**config.mk**
```make
export PLATFORM = sky130hd
export DESIGN_NAME = bit_serial_or
export DESIGN_NICKNAME = d
export VERILOG_FILES = /design/src/rtl/bit_serial_or_pkg.sv /design/src/rtl/bit_serial_or_cell.sv /design/src/rtl/bit_serial_or.sv
export SDC_FILE = /design/constraint.sdc
export NUM_CORES = 1
export LEC_CHECK = 0
export ABC_AREA = 1
export CAP_MARGIN = 10
export CORE_UTILIZATION = 56
export DETAILED_ROUTE_END_ITERATION = 8
export GPL_ROUTABILITY_DRIVEN = 0
export PLACE_DENSITY = 0.91
export SYNTH_ARGS = -nofsm -noshare
export SYNTH_HDL_FRONTEND = slang
export SYNTH_SLANG_ARGS = --single-unit
```
**constraint.sdc**
```tcl
create_clock -name clk -period 3.6 [get_ports clk]
set_input_delay 0.36 -clock clk [delete_from_list [all_inputs] [get_ports clk]]
set_output_delay 0.36 -clock clk [all_outputs]
set_load 0.1 [all_outputs]
```
**src/rtl/bit_serial_or_pkg.sv**
```systemverilog
// Shared definitions for the bit-serial OR engine: default width and FSM state codes.
package bit_serial_or_pkg;

    localparam int DEFAULT_WIDTH = 8;

    localparam logic [1:0] ST_IDLE = 2'd0;
    localparam logic [1:0] ST_RUN  = 2'd1;
    localparam logic [1:0] ST_DONE = 2'd2;

endpackage

```
**src/rtl/bit_serial_or_cell.sv**
```systemverilog
// 1-bit OR cell; the serial engine pushes one operand bit pair through it per cycle.
module bit_serial_or_cell (
    input  logic a,
    input  logic b,
    output logic res
);

    assign res = a | b;

endmodule

```
**src/rtl/bit_serial_or.sv**
```systemverilog
// Bit-serial a|b: operands are shifted LSB-first through a single 1-bit OR cell,
// one bit per cycle, and the finished word is published with a one-cycle done pulse.
module bit_serial_or
    import bit_serial_or_pkg::*;
#(
    parameter int WIDTH = DEFAULT_WIDTH
) (
    input  logic             clk,
    input  logic             rst_n,
    input  logic             start,
    input  logic [WIDTH-1:0] a,
    input  logic [WIDTH-1:0] b,
    output logic             busy,
    output logic             done,
    output logic [WIDTH-1:0] res,
    output logic             nonzero
);

    localparam int CNT_W = $clog2(WIDTH + 1);
    localparam logic [CNT_W-1:0] LAST_CNT = CNT_W'(WIDTH - 1);

    logic [1:0]       state;
    logic [WIDTH-1:0] op_a;
    logic [WIDTH-1:0] op_b;
    logic [WIDTH-1:0] work;
    logic [WIDTH-1:0] work_next;
    logic [CNT_W-1:0] cnt;
    logic             or_bit;

    bit_serial_or_cell u_or_cell (
        .a   (op_a[0]),
        .b   (op_b[0]),
        .res (or_bit)
    );

    // Result bits enter at the MSB, so after WIDTH shifts bit i lands in position i.
    assign work_next = {or_bit, work[WIDTH-1:1]};

    // The final RUN edge publishes work_next directly so res is valid during DONE.
    always_ff @(posedge clk or negedge rst_n) begin
        if (!rst_n) begin
            state   <= ST_IDLE;
            op_a    <= '0;
            op_b    <= '0;
            work    <= '0;
            cnt     <= '0;
            res     <= '0;
            nonzero <= 1'b0;
        end else begin
            case (state)
                ST_IDLE: begin
                    if (start) begin
                        op_a  <= a;
                        op_b  <= b;
                        work  <= '0;
                        cnt   <= '0;
                        state <= ST_RUN;
                    end
                end
                ST_RUN: begin
                    work <= work_next;
                    op_a <= op_a >> 1;
                    op_b <= op_b >> 1;
                    cnt  <= cnt + 1'b1;
                    if (cnt == LAST_CNT) begin
                        res     <= work_next;
                        nonzero <= |work_next;
                        state   <= ST_DONE;
                    end
                end
                ST_DONE: begin
                    state <= ST_IDLE;
                end
                default: begin
                    state <= ST_IDLE;
                end
            endcase
        end
    end

    assign busy = (state == ST_RUN) || (state == ST_DONE);
    assign done = (state == ST_DONE);

endmodule
```
==> results of run 1 <==
[metal layers]
layer | vias up | share of wire | global-route usage
li1 | 685 | - | -
met1 | 613 | 0.49 | 0.269
met2 | 29 | 0.46 | 0.314
met3 | 2 | 0.036 | 0.0603
met4 | 0 | 0.0060 | 0.0612
met5 | - | 0 | 0
[cell type report]
cell class	count	area, µm²	share of cell area
Tap cell	42	52.6	0.0249
Timing Repair Buffer	30	293	0.139
Clock inverter	1	5.00	0.00237
Clock buffer	7	55.1	0.0261
Multi-Input combinational cell	130	688	0.326
Sequential cell	38	951	0.451
Inverter	17	63.8	0.0303
[sequential cells by signal (all words and copies together), names as in the netlist]
name and cells:
cnt 4, nonzero 1, op_a 8, op_b 8, res 8, state 2
work 7
[critical path: stages (launching register included)]
cell and delay, ps:
dfrtp_1 410, inv_1 80, ha_1 280, clkdlybuf4s50_1 1120
[report_power, final]
| part | total, W | switching [W] | internal, W |
|---|---|---|---|
| Combinational | 0.000785 | 0.000528 | 0.000257 |
| Clock | 0.000230 | 0.000136 | 0.0000947 |
| Sequential | 0.000647 | 0.0000719 | 0.000575 |
| Total | 0.00166 | 0.000735 | 0.000926 |
[per-stage QoR]
stage	power, W	hold WS, ps	cells	worst slack (ps)
after global routing	0.00179	160	265	947
after floorplan	0.00132	64.4	193	1970
after detailed placement	0.00144	469	257	1390
final	0.00166	109	265	1020
after global placement	0.00142	464	257	1410
after CTS	0.00167	124	265	996
[kinds of logic after synthesis]
group | count (synthesis)
flops | 38
simple gates | 86
compound gates | 39
buf+inv | 25
fa+ha+maj | 5
[cell usage in the layout (no fill, tap or decap), drive strengths merged]
cell	Yosys	final
dfrtp	38	38
nor2	8	8
inv	17	17
a22oi	1	1
clkdlybuf4s50	0	28
a21oi	5	5
o21a	11	11
nand2	57	57
nand3	19	19
o22ai	6	6
clkinv	0	1
or2	2	2
buf	8	2
ha	5	5
o21ai	14	14
clkbuf	0	7
o211ai	2	2
[path summary, 6_finish.rpt]
kind                                end  slack, ps  cells after the start
worst max-delay path               busy       1020                      3
min in group clk                 res[5]        490                      2
worst min register to register   res[5]        490                      2
max in group asynchronous       work[2]       2990                      1
worst max register to register  op_a[5]       1850                      7
worst min-delay path            work[4]        110                      1
==> summary.md, run 1 <==
| Metric | Value |
|---|---|
| Type of the most critical hold path | `in -> async` |
| Largest net degree at the start of global routing | `45` |
| Final Hold Fails | `0` |
| Top-count cell post-synth | `nand2_1` |
| Slew @ Worst Pin | `961 ps` |
| Synth top area share | `0.541` |
| Rel. slew slack | `0.358` |
| Avg WL per Cell | `10.7 µm` |
| PD cells | `788 nW/µm²` |
| Vias/cell | `5.02` |
| Initial core utilization | `0.612` |
| # setup viols final | `0` |
| Status | `finished, violations left` |
| First-pass GRT wire length | `5060 µm` |
| Fillcell total | `232` |
| Ports | `30` |
| Top_reg_cell synth | `dfrtp_1` |
| Grt ovf | `0` |
| Crit path capture type | `output pin` |
| Compound-Gate Fraction of Synth Area | `0.150` |
| Die Area | `3370 µm²` |
| Layout Nets | `246` |
| Initial antenna violation count | `0` |
| Die height | `58.1 µm` |
| Finished Cell Area | `2110 µm²` |
| Max Clock Freq | `387 MHz` |
| Adder-cell share of the synthesized area | `0.0356` |
| Port Buffer Count | `29` |
| Worst setup SP type | `register` |
| Hold buffers post-CTS | `0` |
| Failing checks | `DRC` |
| Fin crit period | `2580 ps` |
| Setup TNS | `0 ps` |
| CTS max path bufs | `2` |
| DRT antenna net count | `0` |
| R2r startpoint | `state[1]` |
| Critical Path Start | `state[0]` |
| Setup Buffers After CTS | `0` |
| Drt first pass iters | `6` |
| Ant. Diodes | `0` |
| Max FO, Critical Path | `4` |
| Area delta synth->final | `19.8%` |
| DRC Markers | `3` |
| Dominant cells by area after synthesis | `dfrtp_1, nand2_1, nand3_1, o21a_1, ha_1` |
| Leakage | `0.985 nW` |
| CTS tree | `yes` |
| Post-Route WL | `2850 µm` |
| Final Max Slew Viols | `0` |
| Sequential element share of the synthesized area | `0.541` |
| Asr flop ratio synth | `1.00` |
| Post-placement cell area | `2050 µm²` |
| CP required | `3240 ps` |
| Synthesized net count | `217` |
| Num rows | `19` |
| WS Path Type | `reg -> out` |
| Post-layout util | `0.733` |
| Dpl hpwl | `1930 µm` |
| CTS Buf Count | `5` |
| Core Area | `2880 µm²` |
| Proportion of synthesized area in mux cells | `0` |
| Insertion delay to the later sink of the worst-skew pair | `340 ps` |
| DR iter-0 viols | `71` |
| CTS-repair resized insts | `0` |
| Post-Synth XOR/XNOR Area | `0` |
| Number of synthesized flops with an enable pin | `0` |
| Maxcap violations | `0` |
| Seq cells post-synth | `38` |
| Crit path arrival time | `2220 ps` |
| Reg clk slew, reported paths | `110 ps` |
| Die W | `58.1 µm` |
| Avg Synthesized Cell Area | `9.11 µm²` |
| Clk_skew | `4.72 ps` |
| RSZ-0062 raised after global routing | `no` |
| Root buf cell | `clkbuf_4` |
| Synth cell types | `21` |
| H-tree levels | `2` |
| Post-synth top area cell | `dfrtp_1` |
| Via count | `1329` |
| Simple-gate portion of the synthesized area | `0.206` |
| VDD IR-drop max | `0.787 mV` |
| GR Util All Layers | `0.200` |
| Share of layout cells above drive strength 1 | `0.0897` |
| YS warnings | `0` |
| Total clock sinks | `38` |
| Final period util | `0.717` |
| Cells after Synth | `193` |
| Post-Synthesis Cell Area | `1760 µm²` |
| Most frequent cells after synthesis | `nand2_1, dfrtp_1, nand3_1, inv_1, o21a_1` |
| Largest family of logic cells by synthesized area | `simple AND/OR/NAND/NOR gates` |
| Vias in the first global route | `1180` |
Power figures use the tool's default switching activity.
==> run 2: changes to the inputs <==
CORE_UTILIZATION = 52   (was 56)
PLACE_DENSITY = 0.86   (was 0.91)
clock period = 2.48 ns   (was 3.6 ns; I/O delays follow)
==> summary.md, run 2 (synthesis results as in run 1) <==
| Metric | Value |
|---|---|
| Fin worst setup slack | `752 ps` |
| R2r endpoint | `op_a[1]` |
| Num rows | `20` |
| Crit path capture type | `register` |
| Fillcell total | `265` |
| Layout Nets | `247` |
| Type of the most critical hold path | `in -> reg` |
| CTS tree | `yes` |
| RSZ-0062 raised after global routing | `no` |
| WS Path Type | `reg -> reg` |
| Slowest-stage cell, CP | `dfrtp_1` |
| Final Hold Fails | `0` |
| WHS Path Cells | `3` |
| Final Max Slew Viols | `0` |
| Most common cell after layout, fill and taps aside | `nand2_1` |
| DRC Markers | `0` |
| DRT antenna net count | `0` |
| Port Buffer Count | `29` |
| Register-to-Register Setup Slack | `750 ps` |
| Grt ovf | `0` |
| Place WS | `762 ps` |
| Clk_skew | `12.6 ps` |
| First-pass GRT wire length | `4930 µm` |
| Insertion delay to the later sink of the worst-skew pair | `350 ps` |
| Cell Chain, Critical Path | `inv_1 -> ha_1 -> nand2_2 -> nand2_4 -> nand3_1 -> o21a_1` |
| Initial core utilization | `0.562` |
| CP required | `2730 ps` |
| Maxcap violations | `0` |
| Crit path arrival time | `1970 ps` |
| Die Area | `3620 µm²` |
| CTS-repair resized insts | `0` |
| Reg2Reg Depth | `6` |
| Slew @ Worst Pin | `819 ps` |
| R2r startpoint | `state[1]` |
| CP peak stage delay | `410 ps` |
| Hold Crit Start | `b[7]` |
| Root buf cell | `clkbuf_4` |
| Largest net degree at the start of global routing | `45` |
| Status | `completed` |
| Most frequent cells in the layout | `nand2_1, dfrtp_1, nand3_1, clkdlybuf4s50_1, inv_1` |
| Ant. Diodes | `0` |
| Area delta synth->final | `21.6%` |
| Dpl hpwl | `2050 µm` |
| Leakage | `1.03 nW` |
| Worst setup SP type | `register` |
| Hold EP | `op_b[7]` |
| CTS Buf Count | `5` |
| Max FO, Critical Path | `44` |
| Die W | `60.2 µm` |
| H-tree levels | `2` |
| Total clock sinks | `38` |
| Vias in the first global route | `1161` |
| Die height | `60.2 µm` |
| Avg WL per Cell | `11.1 µm` |
| Via count | `1350` |
| PD cells | `1220 nW/µm²` |
| Rel. slew slack | `0.454` |
| Share of layout cells above drive strength 1 | `0.143` |
| Fin crit period | `1730 ps` |
| CTS max path bufs | `2` |
| Drt first pass iters | `4` |
| Vias/cell | `5.04` |
| Setup TNS | `0 ps` |
| GR Util All Layers | `0.187` |
| # setup viols final | `0` |
| Max Clock Freq | `579 MHz` |
| Reg clk slew, reported paths | `110 ps` |
| Initial antenna violation count | `0` |
| Post-Route WL | `2960 µm` |
| VDD IR-drop max | `1.08 mV` |
| Largest registers | `op_a x8, op_b x8, res x8` |
| Core Area | `3130 µm²` |
| DR iter-0 viols | `40` |
| Final period util | `0.697` |
| Ports | `30` |
## run 2: final cells by class
cell class | count | area, µm² | area share
Clock buffer | 5 | 37.5 | 0.0175
Clock inverter | 3 | 68.8 | 0.0322
Inverter | 17 | 63.8 | 0.0298
Multi-Input combinational cell | 130 | 688 | 0.322
Sequential cell | 38 | 951 | 0.444
Tap cell | 44 | 55.1 | 0.0257
Timing Repair Buffer | 31 | 275 | 0.129
## run 2: report_power, final
| group | total [W] | switching (W) | leakage [nW] | internal (W) |
|---|---|---|---|---|
| sequential | 0.000944 | 0.000110 | 0.481 | 0.000834 |
| combinational | 0.00113 | 0.000767 | 0.494 | 0.000366 |
| clock | 0.000526 | 0.000210 | 0.0554 | 0.000315 |
## run 2: worst max path at each step
stage	from	end	slack (ps)	cells after the start
after global routing	state[1]	op_a[1]	560	6
after detailed placement	state[1]	op_a[1]	760	6
after floorplan	state[0]	busy	960	2
after CTS	state[1]	op_a[1]	750	6
final	state[1]	op_a[1]	750	6
after global placement	state[1]	op_b[1]	810	6
## run 2: through the flow
step,cell area [µm²],utilization,hold slack (ps),total power (W),std cells
floorplan,1760,-,-47.6,0.00191,193
detailed placement,2020,0.647,389,0.00210,259
global placement,2020,0.647,389,0.00207,259
CTS,2140,0.684,440,0.00263,268
global route,2140,0.684,457,0.00281,268
finish,2140,0.684,442,0.00260,268
## run 2: layer usage
metal	routed length [µm]	up-vias	track usage
li1	-	696	-
met1	1440	616	0.246
met2	1350	33	0.283
met3	125	5	0.0671
met4	39	0	0.0698
met5	0	-	0
## run 2: critical path, delay by kind of cell, from the launching register on
family / cells / cell delay [ps]
buffers and inverters: 1 / 100
and+or+nand+nor: 3 / 600
DFF: 1 / 410
adders and majority gates: 1 / 360
AOI/OAI and AO/OA: 1 / 130
## run 2: timing repair
action,in CTS,in global routing
hold buffers,1,0
endpoints found under the hold margin,13,0
buffers inserted,0,0
endpoints found under the setup margin,0,0
==> run 3: changes to the inputs <==
CORE_UTILIZATION = 47   (was 52)
PLACE_DENSITY = 0.82   (was 0.86)
clock period = 1.4 ns   (was 2.48 ns; I/O delays follow)
==> summary.md, run 3 (synthesis results as in run 1) <==
| Metric | Value |
|---|---|
| Status | `finished, violations left` |
| Total clock sinks | `38` |
| Avg WL per Cell | `13.8 µm` |
| Vias in the first global route | `1356` |
| Ant. Diodes | `0` |
| Crit path capture type | `register` |
| Num rows | `21` |
| Fillcell total | `244` |
| Fin crit period | `1460 ps` |
| Reg clk slew, reported paths | `70 ps` |
| Most frequent cells in the layout | `nand2_1, dfrtp_1, clkdlybuf4s50_1` |
| Fin worst setup slack | `-59.0 ps` |
| Max FO, Critical Path | `11` |
| Die height | `63.2 µm` |
| Core Area | `3470 µm²` |
| CTS Buf Count | `5` |
| DR iter-0 viols | `99` |
| Post-placement cell area | `2300 µm²` |
| RSZ-0062 raised after global routing | `yes` |
| Max Clock Freq | `685 MHz` |
| Register-to-Register Setup Slack | `-60 ps` |
| Worst setup SP type | `register` |
| PD cells | `2160 nW/µm²` |
| DRC Markers | `0` |
| Die W | `63.2 µm` |
| Final Hold Fails | `0` |
| Hold WS | `400 ps` |
| Failing checks | `setup timing` |
| Final Max Slew Viols | `0` |
| Crit path max-delay family | `flip-flops` |
| Maxcap violations | `0` |
| Die Area | `3990 µm²` |
| Slowest-stage cell, CP | `dfrtp_1` |
| Area delta synth->final | `47.0%` |
| Share of layout cells above drive strength 1 | `0.275` |
| Largest registers | `op_a x8, op_b x8, res x8` |
| CP bufs+invs | `1` |
| Slew @ Worst Pin | `466 ps` |
| Initial core utilization | `0.507` |
| VDD IR-drop max | `1.68 mV` |
| Finished Cell Area | `2590 µm²` |
| Layout Nets | `268` |
| Cell Chain, Critical Path | `ha_2 -> buf_4 -> or2_2 -> o211ai_1 -> o21ai_1` |
| Final period util | `1.04` |
| Vias/cell | `5.19` |
| Clk_skew | `6.14 ps` |
| Grt ovf | `0` |
| GR Util All Layers | `0.192` |
| WS Path Type | `reg -> reg` |
| CP required | `1570 ps` |
| Drt first pass iters | `4` |
| CTS tree | `yes` |
| Most common cell after layout, fill and taps aside | `nand2_1` |
| Ports | `30` |
| Root buf cell | `clkbuf_8` |
| Via count | `1505` |
| Insertion delay to the later sink of the worst-skew pair | `300 ps` |
| CTS max path bufs | `2` |
| Post-layout util | `0.746` |
| Post-Route WL | `3990 µm` |
| First-pass GRT wire length | `5860 µm` |
| Leakage | `1.20 nW` |
| Setup TNS | `-97.9 ps` |
| # setup viols final | `3` |
| Port Buffer Count | `29` |
| Total power | `0.00557 W` |
| Rel. slew slack | `0.690` |
| Dpl hpwl | `2350 µm` |
| Type of the most critical hold path | `in -> reg` |
| CP peak stage delay | `410 ps` |
| Largest net degree at the start of global routing | `39` |
| H-tree levels | `2` |
| Initial antenna violation count | `0` |
| Crit path arrival time | `1630 ps` |
| DRT antenna net count | `0` |
run 3: cell count changes in the layout (fill, tap and decap cells not counted), moves of 3 or more:
cell,before,now
buf_12,0,13
buf_6,0,3
clkbuf_16,0,3
clkbuf_4,5,0
clkbuf_8,0,5
ha_1,5,2
inv_1,16,13
nand3_1,19,13
nand3_2,0,6
run 3: final cells by class:
| cell class | instances | area [µm²] | area share |
|---|---|---|---|
| repair buffers | 52 | 667 | 0.258 |
| well taps | 46 | 57.6 | 0.0223 |
| clock inverters | 2 | 10.0 | 0.00387 |
| inverters | 17 | 66.3 | 0.0256 |
| flip-flops and latches | 38 | 951 | 0.368 |
| clock buffers | 5 | 68.8 | 0.0266 |
| multi-input cells | 130 | 766 | 0.296 |
run 3: repair_timing:
item	CTS	global route
cloned	0	4
resized for setup	6	19
hold buffers	1	0
buffers inserted	0	4
endpoints found under the hold margin	38	0
setup endpoints to repair	16	27
pin swaps	1	3
run 3: where the power goes:
part	internal, W	switching [W]
Clock	0.000334	0.000376
Sequential	0.00148	0.000223
Combinational	0.00143	0.00172
Total	0.00325	0.00232
run 3: path summary, 6_finish.rpt:
path / start / end / depth (start not counted)
max: state[0] / op_b[0] / 5
min: b[7] / op_b[7] / 3
max reg2reg: state[0] / op_b[0] / 5
min reg2reg: op_a[4] / op_a[4] / 1
max in group asynchronous: rst_n / op_b[7] / 3
min in group asynchronous: rst_n / cnt[1] / 3
run 3: worst register-to-register path, stage by stage (launching register included):
cell	delay (ps)
dfrtp_1	410
ha_2	240
buf_4	180
or2_2	290
o211ai_1	100
o21ai_1	110
run 3: metrics by stage:
step                std cells  setup slack [ps]
detailed placement        275             -44.9
CTS                       283             -5.37
floorplan                 193              8.31
global route              290              -120
global placement          275             -12.6
finish                    290             -59.0
run 3: routing by layer:
| layer | routed length (µm) | GRT usage |
|---|---|---|
| met5 | 0 | 0 |
| met4 | 67 | 0.102 |
| met3 | 172 | 0.0580 |
| met2 | 2150 | 0.302 |
| met1 | 1610 | 0.235 |
==> patch 1, RTL diff (config.mk and constraints of run 2) <==
Add an input register stage for `b`, without a reset; this delays it by one clock. The other inputs are not delayed to match.
--- a/src/rtl/bit_serial_or.sv
+++ b/src/rtl/bit_serial_or.sv
@@ -18,6 +18,12 @@
 
     localparam int CNT_W = $clog2(WIDTH + 1);
     localparam logic [CNT_W-1:0] LAST_CNT = CNT_W'(WIDTH - 1);
+
+    logic [WIDTH-1:0] b_q;
+
+    always_ff @(posedge clk) begin
+        b_q <= b;
+    end
 
     logic [1:0]       state;
     logic [WIDTH-1:0] op_a;
@@ -51,7 +57,7 @@
                 ST_IDLE: begin
                     if (start) begin
                         op_a  <= a;
-                        op_b  <= b;
+                        op_b  <= b_q;
                         work  <= '0;
                         cnt   <= '0;
                         state <= ST_RUN;
Behaviour: not the same (Yosys sat finds a counterexample within 10 cycles, from zero or initial values and one cycle with rst_n low).
==> patch 1 against run 2 <==
The run now ends with negative hold slack left; sequential cell count rose by 8; worst hold slack worse by 0.46 ns; utilization is 3.2 points lower; global-route usage shrank 1.2 points; critical path depth unchanged; synthesized area grew 6.7%; wire length fell by 3.7%; via count rose by 1.4%; design area up 3.2%; setup slack got worse by 0.11 ns; total power rose by 0.32%; sequential share of layout area up 5.9 points.
==> patch 1: results (changes against run 2) <==
- Vias in the first global route: 1162 (+0.086%)
- The ratio of final minimum period to clock period came to 0.741 (+0.0442).
- The worst slew margin relative to its limit is 0.456 (+0.00195).
- Routed WL: 2.86 mm (-3.7%)
- The checks that failed: negative hold slack.
* Share of the yosys chip area belonging to registers: 0.592 (+0.0515)
* Async S/R FF share, synth: 0.826 (-0.174)
* Maximum fanout along the worst path: 43 (-2.3%)
- Worst hold margin: -0.0182 ns (-0.460 ns)
* Half-perimeter wire length of the detailed placement result: 1.93 mm (-5.7%)
* Number of distinct library cells after synthesis: 18 (-14%)
- Flop-to-flop setup slack: 0.64 ns (-0.11 ns)
- Worst-path cell with the longest stage delay: sky130_fd_sc_hd__nand2_2
- Final hold violation count: 38 (+38)
- The net total in the final layout was 252 (+2.0%).
- The cell total after placement came to 267 (+3.1%).
- Endpoint arrival time on the critical path: 2.09 ns (+0.12 ns)
* Delay of the slowest cell on the worst path: 0.54 ns (+0.13 ns)
- The run finished, with violations left.
- The routing usage on met2 was 0.271 (-0.0121).
- Number of nets produced by synthesis: 223 (+2.8%)
- Share of cells above drive strength 1: 0.105 (-0.0381)
- Worst setup path endpoint: op_a[5]
- The clock skew after layout came to 0.0102 ns (-0.00240 ns).
* Top cells by count, synth: 55 x sky130_fd_sc_hd__nand2_1, 38 x sky130_fd_sc_hd__dfrtp_1, 20 x sky130_fd_sc_hd__nand3_1
* Average cell area after synthesis: 9.43 um^2 (+3.5%)
- Leakage power figure: 1.06 nW (+2.5%)
* Met1 Track Usage GR: 0.235 (-0.0118)
==> patch 1: cell families (layout without fill, tap and decap cells) <==
family	after synthesis	count (layout)	share of synthesized area
buf+inv	23	53	0.0573
fa+ha+maj	5	5	0.0333
simple gates	87	87	0.193
compound gates	38	38	0.125
flops	46	46	0.592
==> patch 1: final cells by class <==
| type | count | area [um^2] |
|---|---|---|
| clock buffer | 7 | 55.1 |
| clock inverter | 1 | 5.00 |
| fill | 294 | 1180 |
| inverter | 15 | 56.3 |
| multi-input combinational | 130 | 658 |
| sequential | 46 | 1110 |
| tap | 46 | 57.6 |
| timing repair buffer | 30 | 265 |
==> patch 1: report_power, final <==
part / total, mW / internal, mW / switching [mW]
clock: 0.353 / 0.138 / 0.216
sequential: 1.10 / 0.980 / 0.116
combinational: 1.16 / 0.370 / 0.791
==> patch 1: metal layers <==
layer	wire length, um	share of wire
met1	1420	0.50
met2	1270	0.45
met3	132	0.046
met4	34	0.012
met5	0	0
==> patch 2, RTL diff (settings of run 2) <==
Made on the original files. Change the package constant `DEFAULT_WIDTH` from 8 to 4.
--- a/src/rtl/bit_serial_or_pkg.sv
+++ b/src/rtl/bit_serial_or_pkg.sv
@@ -1,7 +1,7 @@
 // Shared definitions for the bit-serial OR engine: default width and FSM state codes.
 package bit_serial_or_pkg;
 
-    localparam int DEFAULT_WIDTH = 8;
+    localparam int DEFAULT_WIDTH = 4;
 
     localparam logic [1:0] ST_IDLE = 2'd0;
     localparam logic [1:0] ST_RUN  = 2'd1;
Ports: changed (resized a, b and res); port bits go from 30 to 18. No check against the original RTL was run, so the function may have changed too.
==> patch 2 against run 2 <==
Sequential cell count decreased by 17; synthesized area decreased by 42%; design area is 43% lower; wire length is 35% lower; non-clock buffer count shrank 13; setup slack got worse by 0.11 ns; first-iteration DRC count is 75% lower; total power decreased by 36%; largest power group unchanged.
==> patch 2: results (changes against run 2) <==
* Top cells by count, synth: 50 x sky130_fd_sc_hd__nand2_1, 21 x sky130_fd_sc_hd__dfrtp_1, 18 x sky130_fd_sc_hd__nand3_1
- Worst reg2reg path endpoint: work[2]
* Leakage power figure: 0.647 nW (-37%)
* Setup Slack @ Placement: 0.672 ns (-0.0897 ns)
* Fmax: 0.545 GHz (-5.9%)
- The deepest clock path buffer count is 2 (unchanged).
- Worst hold margin: 0.264 ns (-0.178 ns)
- The cell total after placement was 164 (-37%).
* Total placed instance area: 1190 um^2 (-41%)
- The worst slew margin relative to its limit was 0.694 (+0.240).
- Largest regs: op_a: 4 flops, op_b: 4 flops, res: 4 flops
- The number of distinct library cells after synthesis came to 12 (-43%).
* Number of vias after detailed routing: 857 (-37%)
- Switching power of the nets: 0.871 mW (-20%)
- Total track usage: 0.217 (+0.0298)
- Maximum clock skew at final layout: 0.00327 ns (-0.00931 ns)
- The fraction of layout cells with a size suffix above 1 is 0.0839 (-0.0589).
- Metal3 WL: 86 um (-31%)
* Post-Layout Cell Count: 168 (-37%)
- Maximum resistive drop on vdd: 1.13 mV (+4.5%)
- Cell count after synthesis: 124 (-36%)
- Sum of internal, switching and leakage power: 1.65 mW (-36%)
- Met1 WL: 871 um (-40%)
- Routed length on met2: 908 um (-33%)
* Type of the worst setup path: flip-flop to flip-flop
- The number of buffers inserted by port buffering was 17 (-41%).
- The number of DRC markers in iteration 0 is 10 (-75%).
- The complex-gate fraction of the synthesized area was 0.0420 (-0.108).
- Top_reg_cell synth: sky130_fd_sc_hd__dfrtp_1
- The global-route wire length before repair came to 3.17 mm (-36%).
- The number of levels in the clock H-tree is 1 (-1).
* Vias in the first global route: 748 (-36%)
- The net count after synthesis came to 141 (-35%).
- R2R depth: 5 (-1)
- The run finished with clean final reports.
- Comb power: 0.917 mW (-19%)
* Root cell of the clock tree: sky130_fd_sc_hd__clkbuf_4
* Routed WL: 1.92 mm (-35%)
* Skew-Pair Late Insertion Delay: 0.31 ns (-0.04 ns)
* Share of the yosys chip area belonging to registers: 0.519 (-0.0220)
- In this run the worst hold path is classified as input pin to asynchronous set/reset pin.
- Yosys Warn Count: 0 (unchanged)
- The TritonCTS buffer count came to 3 (-2).
- P_seq: 0.570 mW (-40%)
- The critical path data arrival time is 2.03 ns (+0.06 ns).
- The detailed placer's ending HPWL is 1.40 mm (-32%).
- The worst-case register-to-register setup slack is 0.64 ns (-0.11 ns).
- Largest net degree at the start of global routing: 22 (-51%)
- Post-synthesis share of cell area spent on full adders, half adders and majority gates: 0.0741 (+0.0385)
* R2R Path Start: state[1]
- Cell types occupying the most area after synthesis: sky130_fd_sc_hd__dfrtp_1 52%, sky130_fd_sc_hd__nand2_1 19%, sky130_fd_sc_hd__nand3_1 8.9%
- Maximum fanout along the worst path: 15 (-66%)
==> patch 2: critical path, stage by stage (launching register included) <==
cell and delay [ns]:
sky130_fd_sc_hd__dfrtp_1 0.42, sky130_fd_sc_hd__inv_1 0.11, sky130_fd_sc_hd__ha_1 0.45, sky130_fd_sc_hd__nand2_1 0.39, sky130_fd_sc_hd__nand2_2 0.25, sky130_fd_sc_hd__o21ai_0 0.11
==> patch 2: layer usage <==
layer | vias to the layer above | global-route usage
li1 | 432 | -
met1 | 396 | 0.259
met2 | 24 | 0.358
met3 | 5 | 0.0353
met4 | 0 | 0.141
met5 | - | 0
==> patch 2: layout make-up <==
| type | count | area, um^2 |
|---|---|---|
| clock buffers | 4 | 26.3 |
| fillers | 155 | 569 |
| inverters | 10 | 37.5 |
| multi-input cells | 90 | 433 |
| flip-flops and latches | 21 | 526 |
| well taps | 25 | 31.3 |
| repair buffers | 18 | 160 |
